## src/rtl/decode_stage.sv

```systemverilog
// ============================================================================
// decode_stage : MIPS decode pipeline register, instruction decode, branch resolve
// Revision 1.0
// ============================================================================
`default_nettype none

module decode_stage #(
  parameter logic [31:0] RESET_PC = 32'hbfc00000
) (
  input  logic        clk,
  input  logic        resetn,
  input  logic        fe_valid,
  input  logic [31:0] fe_pc,
  input  logic [31:0] fe_inst,
  input  logic        exe_allowin,
  output logic        de_allowin,
  output logic [4:0]  rf_raddr1,
  output logic [4:0]  rf_raddr2,
  input  logic [31:0] rf_rdata1,
  input  logic [31:0] rf_rdata2,
  output logic        br_taken,
  output logic [31:0] br_target,
  output logic        de_valid,
  output logic [31:0] de_pc,
  output logic [11:0] de_alu_op,
  output logic [31:0] de_src1,
  output logic [31:0] de_src2,
  output logic [4:0]  de_dest,
  output logic        de_rf_we,
  output logic        de_mem_en,
  output logic        de_mem_we,
  output logic [31:0] de_st_data,
  output logic        de_ri
);

  localparam logic [11:0] ALU_ADD  = 12'h001;
  localparam logic [11:0] ALU_SUB  = 12'h002;
  localparam logic [11:0] ALU_SLT  = 12'h004;
  localparam logic [11:0] ALU_SLTU = 12'h008;
  localparam logic [11:0] ALU_AND  = 12'h010;
  localparam logic [11:0] ALU_NOR  = 12'h020;
  localparam logic [11:0] ALU_OR   = 12'h040;
  localparam logic [11:0] ALU_XOR  = 12'h080;
  localparam logic [11:0] ALU_SLL  = 12'h100;
  localparam logic [11:0] ALU_SRL  = 12'h200;
  localparam logic [11:0] ALU_SRA  = 12'h400;
  localparam logic [11:0] ALU_LUI  = 12'h800;

  localparam logic [5:0] OP_SPECIAL = 6'h00;
  localparam logic [5:0] OP_J       = 6'h02;
  localparam logic [5:0] OP_JAL     = 6'h03;
  localparam logic [5:0] OP_BEQ     = 6'h04;
  localparam logic [5:0] OP_BNE     = 6'h05;
  localparam logic [5:0] OP_ADDIU   = 6'h09;
  localparam logic [5:0] OP_SLTI    = 6'h0a;
  localparam logic [5:0] OP_SLTIU   = 6'h0b;
  localparam logic [5:0] OP_ANDI    = 6'h0c;
  localparam logic [5:0] OP_ORI     = 6'h0d;
  localparam logic [5:0] OP_XORI    = 6'h0e;
  localparam logic [5:0] OP_LUI     = 6'h0f;
  localparam logic [5:0] OP_LW      = 6'h23;
  localparam logic [5:0] OP_SW      = 6'h2b;

  localparam logic [5:0] F_SLL  = 6'h00;
  localparam logic [5:0] F_SRL  = 6'h02;
  localparam logic [5:0] F_SRA  = 6'h03;
  localparam logic [5:0] F_JR   = 6'h08;
  localparam logic [5:0] F_ADDU = 6'h21;
  localparam logic [5:0] F_SUBU = 6'h23;
  localparam logic [5:0] F_AND  = 6'h24;
  localparam logic [5:0] F_OR   = 6'h25;
  localparam logic [5:0] F_XOR  = 6'h26;
  localparam logic [5:0] F_NOR  = 6'h27;
  localparam logic [5:0] F_SLT  = 6'h2a;
  localparam logic [5:0] F_SLTU = 6'h2b;

  logic        de_valid_q, de_valid_d;
  logic [31:0] de_pc_q,    de_pc_d;
  logic [31:0] de_inst_q,  de_inst_d;

  assign de_allowin = !de_valid_q || exe_allowin;

  always_comb begin
    de_valid_d = de_valid_q;
    de_pc_d    = de_pc_q;
    de_inst_d  = de_inst_q;
    if (de_allowin) begin
      de_valid_d = fe_valid;
      de_pc_d    = fe_pc;
      de_inst_d  = fe_inst;
    end
  end

  always_ff @(posedge clk) begin
    if (!resetn) begin
      de_valid_q <= 1'b0;
      de_pc_q    <= RESET_PC;
      de_inst_q  <= 32'h0;
    end else begin
      de_valid_q <= de_valid_d;
      de_pc_q    <= de_pc_d;
      de_inst_q  <= de_inst_d;
    end
  end

  logic [5:0]  opcode;
  logic [5:0]  funct;
  logic [4:0]  rs;
  logic [4:0]  rt;
  logic [4:0]  rd;
  logic [4:0]  sa;
  logic [15:0] imm;
  logic [31:0] simm;
  logic [31:0] zimm;
  logic [31:0] pc4;
  logic [31:0] br_off_target;
  logic [31:0] jmp_target;

  assign opcode = de_inst_q[31:26];
  assign rs     = de_inst_q[25:21];
  assign rt     = de_inst_q[20:16];
  assign rd     = de_inst_q[15:11];
  assign sa     = de_inst_q[10:6];
  assign funct  = de_inst_q[5:0];
  assign imm    = de_inst_q[15:0];
  assign simm   = {{16{imm[15]}}, imm};
  assign zimm   = {16'h0, imm};
  assign pc4    = de_pc_q + 32'd4;
  assign br_off_target = pc4 + {{14{imm[15]}}, imm, 2'b00};
  assign jmp_target    = {pc4[31:28], de_inst_q[25:0], 2'b00};

  logic [11:0] alu_op;
  logic [31:0] src1;
  logic [31:0] src2;
  logic [4:0]  dest;
  logic        rf_we;
  logic        mem_en;
  logic        mem_we;
  logic        ri;
  logic        taken;
  logic [31:0] target;

  always_comb begin
    alu_op = '0;
    src1   = rf_rdata1;
    src2   = rf_rdata2;
    dest   = rd;
    rf_we  = 1'b0;
    mem_en = 1'b0;
    mem_we = 1'b0;
    ri     = 1'b0;
    taken  = 1'b0;
    target = br_off_target;
    case (opcode)
      OP_SPECIAL: begin
        case (funct)
          F_ADDU: begin alu_op = ALU_ADD;  rf_we = 1'b1; end
          F_SUBU: begin alu_op = ALU_SUB;  rf_we = 1'b1; end
          F_SLT:  begin alu_op = ALU_SLT;  rf_we = 1'b1; end
          F_SLTU: begin alu_op = ALU_SLTU; rf_we = 1'b1; end
          F_AND:  begin alu_op = ALU_AND;  rf_we = 1'b1; end
          F_OR:   begin alu_op = ALU_OR;   rf_we = 1'b1; end
          F_XOR:  begin alu_op = ALU_XOR;  rf_we = 1'b1; end
          F_NOR:  begin alu_op = ALU_NOR;  rf_we = 1'b1; end
          // Shift amount comes from the sa field, shifted value from rt
          F_SLL:  begin alu_op = ALU_SLL; src1 = {27'b0, sa}; rf_we = 1'b1; end
          F_SRL:  begin alu_op = ALU_SRL; src1 = {27'b0, sa}; rf_we = 1'b1; end
          F_SRA:  begin alu_op = ALU_SRA; src1 = {27'b0, sa}; rf_we = 1'b1; end
          F_JR:   begin taken = 1'b1; target = rf_rdata1; end
          default: ri = 1'b1;
        endcase
      end
      OP_ADDIU: begin alu_op = ALU_ADD;  src2 = simm; dest = rt; rf_we = 1'b1; end
      OP_SLTI:  begin alu_op = ALU_SLT;  src2 = simm; dest = rt; rf_we = 1'b1; end
      OP_SLTIU: begin alu_op = ALU_SLTU; src2 = simm; dest = rt; rf_we = 1'b1; end
      OP_ANDI:  begin alu_op = ALU_AND;  src2 = zimm; dest = rt; rf_we = 1'b1; end
      OP_ORI:   begin alu_op = ALU_OR;   src2 = zimm; dest = rt; rf_we = 1'b1; end
      OP_XORI:  begin alu_op = ALU_XOR;  src2 = zimm; dest = rt; rf_we = 1'b1; end
      OP_LUI:   begin alu_op = ALU_LUI;  src2 = {imm, 16'h0}; dest = rt; rf_we = 1'b1; end
      OP_LW: begin
        alu_op = ALU_ADD; src2 = simm; dest = rt; rf_we = 1'b1; mem_en = 1'b1;
      end
      OP_SW: begin
        alu_op = ALU_ADD; src2 = simm; dest = rt; mem_en = 1'b1; mem_we = 1'b1;
      end
      OP_BEQ: begin dest = rt; taken = (rf_rdata1 == rf_rdata2); end
      OP_BNE: begin dest = rt; taken = (rf_rdata1 != rf_rdata2); end
      OP_J:   begin taken = 1'b1; target = jmp_target; end
      // Link value pc+8 is formed by the execute adder
      OP_JAL: begin
        taken  = 1'b1;
        target = jmp_target;
        alu_op = ALU_ADD;
        src1   = de_pc_q;
        src2   = 32'd8;
        dest   = 5'd31;
        rf_we  = 1'b1;
      end
      default: ri = 1'b1;
    endcase
  end

  assign rf_raddr1  = rs;
  assign rf_raddr2  = rt;
  assign de_valid   = de_valid_q;
  assign de_pc      = de_pc_q;
  assign de_src1    = src1;
  assign de_src2    = src2;
  assign de_dest    = dest;
  assign de_st_data = rf_rdata2;
  assign br_target  = target;

  // Controls are squashed for a bubble so execute never acts on stale state
  assign de_alu_op = de_valid_q ? alu_op : 12'h000;
  assign de_rf_we  = de_valid_q && rf_we;
  assign de_mem_en = de_valid_q && mem_en;
  assign de_mem_we = de_valid_q && mem_we;
  assign de_ri     = de_valid_q && ri;
  assign br_taken  = de_valid_q && taken;

endmodule

`default_nettype wire

```

## config.mk

```make
export PLATFORM = sky130hd
export DESIGN_NAME = decode_stage
export DESIGN_NICKNAME = d
export VERILOG_FILES = /design/src/rtl/decode_stage.sv
export SDC_FILE = /design/constraint.sdc
export NUM_CORES = 1
export LEC_CHECK = 0
export ABC_AREA = 1
export BUFFER_PORTS_ARGS = -buffer_cell sky130_fd_sc_hd__buf_4
export CORE_ASPECT_RATIO = 1.5
export CORE_MARGIN = 5
export CORE_UTILIZATION = 45
export CTS_CLUSTER_SIZE = 8
export DETAILED_ROUTE_END_ITERATION = 10
export HOLD_SLACK_MARGIN = 0.12
export PLACE_DENSITY = 0.91
export REMOVE_ABC_BUFFERS = 1
export SLEW_MARGIN = 15
export SYNTH_ARGS = -nofsm -noshare
export SYNTH_HDL_FRONTEND = slang
export SYNTH_SLANG_ARGS = --single-unit
export TNS_END_PERCENT = 30
```

## constraint.sdc

```tcl
create_clock -name clk -period 2.65 [get_ports clk]
set_input_delay 0.265 -clock clk [delete_from_list [all_inputs] [get_ports clk]]
set_output_delay 0.265 -clock clk [all_outputs]
set_load 0.02 [all_outputs]
```

==> flow_metrics.tcl, run 1 <==
set metrics [dict create \
    status "complete, but fails checks" \
    violations "setup timing" \
    dieArea_sq_um 20230 \
    syn_area_sq_um 7846 \
    vias 11480 \
    port_buffers 325 \
    tns_ps -16110 \
    gp_congestion 1.035 \
    ys_dominant_reg_cell "dfxtp_1" \
    crit_path_cell_trace "buf_4 -> nand3_2 -> nor2_4 -> and2_4 -> nand3_4 -> buf_4 -> xor2_1 -> ha_1 -> buf_6 -> nand2_1 -> inv_1 -> nand2_1 -> nand2_1 -> inv_1 -> nand2_1 -> nand2_1 -> nand3_1 -> nand2_1 -> nand3_2 -> nand2_1 -> buf_4" \
    leakage_nw 6.578 \
    hold_slack_ps 130.1 \
    ys_seq_elements 65 \
    rsz0062_at_grt "yes" \
    powerDensity_nw_per_um2 437.0 \
    grt_pass1_vias 11500 \
    r2r_end "de_pc[12]$_SDFFE_PN0P_" \
    worst-setup-path-type "reg -> out" \
    placedInstanceArea_sq_um 11250 \
    io_pins 326 \
    vias_per_cell 5.760 \
    clockRootBuffer "clkbuf_16" \
    min_period_ps 3408 \
    worst_path_max_delay_cell "ha_1" \
    cp_max_fo 4 \
    worstMarginPinSlew_ps 695.7 \
    grt_usage_pct 40.34 \
    clockBufferDepth 2 \
    netlist.area_leader.share_pct 17.75 \
    synth-seq-area-share_pct 16.58 \
    totalWireLength_um 44170 \
    worst_setup_path_start_kind "flip-flop" \
    grt_pass1_wl_um 63600 \
    clk_latency_ps 340 \
    critical_path.endpoint_type "output pin" \
    skew_ps 5.194 \
    grt_max_degree 47 \
    crit_required_ps 2380 \
    cts_tree "done" \
    dr.pass1.iters 6 \
    synth.distinct_cells 47 \
    antenna_found_initial 1 \
    startpoint "de_pc[3]$_SDFFE_PN0P_" \
    final-hold-violation-count 0 \
    avgSynthCellArea_sq_um 5.864 \
    dieWidth_um 117.8 \
    dr_wl_met3_um 4566 \
    start_util_pct 45.42 \
    cts_buffers 9 \
    hpwl_um 34980 \
    clock.fmax_mhz 293.5 \
    wl_met1_um 14610 \
    layout_worst_path_cycle_share_pct 128.6 \
    synth_top_area_cell "nand2_1" \
    clkTransAtPathRegs_ps 60 \
    max_stage_delay_ps 390 \
    antenna_left 0 \
    coreArea_sq_um 17270 \
    slew_violations 0 \
    top_layer "met4" \
    die_h_um 171.7 \
    hp-class "in -> reg" \
    synth_common_cells "nand2_1, inv_1, nor2_1" \
    fp-row-count 59 \
    rrSetupSlack_ps 600 \
    cpMostUsedCell "nand2_1" \
    r2r_start "de_valid$_SDFFE_PN0P_" \
    drt-initial-drc-count 1119 \
    synth_edf_count 0 \
    post-route-cell-area_sq_um 12700 \
    cts.sinks 65 \
    route.met2.wl_um 21160 \
    slew_headroom_pct 53.19 \
    yosysWarnings 0 \
    pre_cts_slack_ps -578.7 \
    cp-endpoint "br_target[26]" \
    synthCells 1338 \
    grt_overflow 0 \
    wire_per_inst_um 22.16 \
    drive_gt1_share_pct 43.67 \
    arrival_ps 3140 \
    irDropWorstVdd_uv 336.8 \
    cts.htree.levels 3 \
    yosysMostFrequentCell "nand2_1" \
    syn_to_final_growth_pct 61.89 \
    r2r_cells 6 \
    setup_viol 27 \
    p_total_mw 5.551 \
    cap_violations 0 \
    synthArstFlopShare_pct 0 \
    setup_ws_ps -757.6 \
    nNetsFinal 1938 \
    synthTopCellsByArea "nand2_1, dfxtp_1, inv_1, nor2_1, o21ai_0" \
    drc 0 \
]
## per-stage QoR
| step | std cells | utilization [%] |
|---|---|---|
| after global routing | 1991 | 73.50 |
| after global placement | 1954 | 65.10 |
| final | 1993 | 73.53 |
| after floorplan | 1250 | - |
| after CTS | 1976 | 69.41 |
| after detailed placement | 1954 | 65.10 |
## final cells by class
class                   count  area [sq um]
well taps                 213         266.5
multi-input cells        1023          6196
clock buffers               9         225.2
clock inverters             7         125.1
diodes                      3         7.507
inverters                 162         620.6
repair buffers            511          3930
flip-flops and latches     65          1331
fillers                  1421          4572
## cells in the final DEF (no fill, tap or decap), types with 19 or more instances in the layout
master   netlist  layout
a21oi_1       93      70
buf_4         45     488
buf_6          8      21
dfxtp_1       65      53
ha_1          33      19
inv_1        149     140
nand2_1      371     310
nand2_2        4      57
nand3_1       77      63
nand3_2       20      31
nor2_1       139     108
nor2_2         6      23
o21ai_0       97      88
xnor2_1       28      28
## how the worst min path moves through the flow
stage,startpoint,to,slack [ps],cells after the start
floorplan,resetn,de_pc[22]$_SDFFE_PN1P_,350,1
global placement,fe_pc[27],de_pc[27]$_SDFFE_PN1P_,470,3
detailed placement,fe_pc[27],de_pc[27]$_SDFFE_PN1P_,470,3
CTS,fe_pc[23],de_pc[23]$_SDFFE_PN1P_,130,3
global route,fe_pc[23],de_pc[23]$_SDFFE_PN1P_,150,3
finish,fe_pc[23],de_pc[23]$_SDFFE_PN1P_,130,3
## routing by layer
layer | vias up | global-route usage [%]
met3 | 256 | 8.224
met5 | - | 0
li1 | 5171 | -
met4 | 0 | 28.99
met1 | 5195 | 43.59
met2 | 857 | 70.15
## power by group
| group | internal [mW] | switching (mW) |
|---|---|---|
| Combinational | 1.25 | 1.71 |
| Clock | 0.930 | 0.523 |
| Sequential | 1.05 | 0.0935 |
## worst max-delay path, delay by kind of cell, from the launching register on
family | cells | cell delay, ps
AND/OR/NAND/NOR | 13 | 1220
buffers and inverters | 6 | 690
adder cells (fa/ha/maj) | 1 | 390
flip-flops | 1 | 370
XOR/XNOR | 1 | 140
## registers in the layout (all words and copies together), names as in the netlist
signal	cells
de_pc	32
de_valid	1
de_inst_q	32
## kinds of logic (layout without fill, tap and decap cells)
logic type | count (synthesis) | after routing | share of synthesized area, %
compound gates | 259 | 259 | 18.83
simple gates | 677 | 677 | 38.00
flops | 65 | 65 | 16.58
buf+inv | 250 | 689 | 15.15
xor+xnor | 53 | 53 | 5.916
other cells | 0 | 3 | 0
fa+ha+maj | 34 | 34 | 5.518
## what timing repair did
item,in CTS,in global routing
resized for setup,101,159
pin swaps,20,63
hold endpoints to repair,1,0
hold buffers,1,0
endpoints found under the setup margin,33,63
gates cloned,0,0
setup buffers,6,15
Power figures use the tool's default switching activity.
==> run 2: changes to the inputs <==
--- a/constraint.sdc
+++ b/constraint.sdc
@@ -3,2 +3,2 @@
 set_output_delay 0.265 -clock clk [all_outputs]
-set_load 0.02 [all_outputs]
+set_load 0.1 [all_outputs]
==> run 2 against run 1 <==
Net effect:
- the run still ends with setup timing left
- final area up 3.9%
- total power grew 33%
- register-to-register slack better by 130 ps
- sequential share of layout area shrank 0.35 points
- sequential power about the same
- die area is the same
- sequential cell count is the same
- critical path type unchanged
- largest power group unchanged
- highest routed layer is now met5
==> flow_metrics.tcl, run 2 (synthesized netlist as in run 1, its figures left out) <==
set metrics [dict create \
    clockBufferDepth 2 \
    status "complete, but fails checks" \
    final_common_cell "buf_4" \
    die_h_um 171.7 \
    layout_worst_path_cycle_share_pct 129.8 \
    skew_ps 3.057 \
    worst_setup_path_start_kind "flip-flop" \
    cp-endpoint "br_target[31]" \
    clockRootBuffer "clkbuf_16" \
    irDropWorstVdd_uv 511.8 \
    cts_tree "done" \
    cts.sinks 65 \
    layout_common_cells "buf_4, nand2_1, inv_1" \
    drt-initial-drc-count 1211 \
    syn_to_final_growth_pct 68.19 \
    critical_path.top_delay_family "simple AND/OR/NAND/NOR gates" \
    worst_path_max_delay_cell "dfxtp_2" \
    grt_max_degree 52 \
    final-hold-violation-count 0 \
    vias 11690 \
    critical_path.endpoint_type "output pin" \
    antenna_found_initial 1 \
    hold_slack_ps 141.7 \
    setup_ws_ps -790.3 \
    clock.fmax_mhz 290.7 \
    cp_max_fo 4 \
    placedInstanceArea_sq_um 11400 \
    setup_viol 32 \
    r2r_cells 6 \
    n_fill_cell 1334 \
    startpoint "de_pc[9]$_SDFFE_PN0P_" \
    antenna_left 0 \
    grt_usage_pct 41.19 \
    worst-setup-path-type "reg -> out" \
    grt_pass1_vias 11530 \
    dieArea_sq_um 20230 \
    dieWidth_um 117.8 \
    nNetsFinal 1947 \
    cts_buffers 9 \
    cp.buffers_inverters 3 \
    min_period_ps 3440 \
    io_pins 326 \
    clk_latency_ps 340 \
    post-route-cell-area_sq_um 13200 \
    slew_headroom_pct 62.94 \
    totalWireLength_um 45350 \
    cpMostUsedCell "nand2_1" \
    hpwl_um 35640 \
    hp-class "in -> reg" \
    cp.depth 19 \
    max_stage_delay_ps 350 \
    wire_per_inst_um 22.69 \
    rrSetupSlack_ps 730 \
    violations "setup timing" \
    gp_congestion 1.036 \
    n_antenna_cell 0 \
    powerDensity_nw_per_um2 559.7 \
    slew_violations 0 \
    start_util_pct 45.42 \
    drive_gt1_share_pct 45.07 \
    coreArea_sq_um 17270 \
    r2r_end "de_pc[28]$_SDFFE_PN1P_" \
    r2r_start "de_valid$_SDFFE_PN0P_" \
    grt_overflow 0 \
    fin_util_pct 76.39 \
    rsz0062_at_grt "yes" \
    vias_per_cell 5.846 \
    crit_required_ps 2380 \
    worstMarginPinSlew_ps 555.9 \
    drc 0 \
    crit_path_cell_trace "nand2_1 -> nor2_2 -> and2_4 -> buf_4 -> nand2_1 -> nor2_2 -> nand3_1 -> xor2_1 -> inv_1 -> ha_4 -> nand2_1 -> nor2_2 -> nand2_1 -> nor2_1 -> a21oi_1 -> nand2_1 -> nand3_2 -> nand2_4 -> buf_12" \
    pre_cts_slack_ps -713.3 \
    port_buffers 325 \
    clkTransAtPathRegs_ps 60 \
    fp-row-count 59 \
    grt_pass1_wl_um 64720 \
    dr.pass1.iters 7 \
    leakage_nw 6.719 \
    p_total_mw 7.386 \
    arrival_ps 3180 \
    cts.htree.levels 3 \
    cap_violations 0 \
]
run 2: cell types whose count changed in the layout (fill, tap and decap cells not counted), sizes merged:
cell,delta
clkinvlp,+2
bufinv,-2
dlygate4sd3,-1
clkinv,+1
inv,-2
clkbuf,+1
buf,+10
diode,-3
run 2: power breakdown:
group          switching, mW  total (mW)  internal, mW  leakage, nW
Sequential            0.0902        1.14          1.05        0.549
Combinational           3.54        5.02          1.48         6.03
Clock                  0.487        1.22         0.732        0.139
Total                   4.12        7.39          3.26         6.72
run 2: worst min path at each step:
stage | from | end | slack, ps | depth (start not counted)
2_1_floorplan | resetn | de_pc[22]$_SDFFE_PN1P_ | 350 | 1
3_3_place_gp | fe_pc[22] | de_pc[22]$_SDFFE_PN1P_ | 470 | 3
3_5_place_dp | fe_pc[22] | de_pc[22]$_SDFFE_PN1P_ | 470 | 3
4_1_cts | fe_pc[22] | de_pc[22]$_SDFFE_PN1P_ | 120 | 3
5_1_grt | fe_pc[22] | de_pc[22]$_SDFFE_PN1P_ | 130 | 3
6_report | fe_pc[27] | de_pc[27]$_SDFFE_PN1P_ | 140 | 3
run 2: layer usage:
| metal | track usage, % | up-vias | wire length (um) |
|---|---|---|---|
| li1 | - | 5195 | - |
| met1 | 45.11 | 5333 | 15080 |
| met2 | 72.44 | 887 | 22080 |
| met3 | 8.059 | 269 | 4488 |
| met4 | 26.95 | 2 | 3692 |
| met5 | 0 | - | 13 |
run 2: area by class of cell:
cell class | count | area (sq um) | share of cell area (%)
repair buffers | 520 | 4410 | 33.42
multi-input cells | 1023 | 6257 | 47.42
clock inverters | 6 | 67.56 | 0.5120
clock buffers | 10 | 229.0 | 1.735
flip-flops and latches | 65 | 1338 | 10.14
inverters | 162 | 628.1 | 4.760
well taps | 213 | 266.5 | 2.020
run 2: worst reg2reg max path: stages, from the launching register on:
cell and delay, ps:
dfxtp_1 340, inv_1 240, nor2_4 470, clkinv_1 160
buf_4 260, a21oi_1 190, o21ai_0 120
run 2: through the flow:
stage	setup TNS, ps	cells
finish	-16510	1999
global route	-21260	1999
CTS	-15750	1994
detailed placement	-11220	1970
global placement	-9782	1970
floorplan	-268630	1250
run 2: what timing repair did:
item,in CTS,in global routing
gates resized for setup,205,175
setup endpoints to repair,57,90
pin swaps,38,59
setup buffers,8,6
hold buffers,0,0
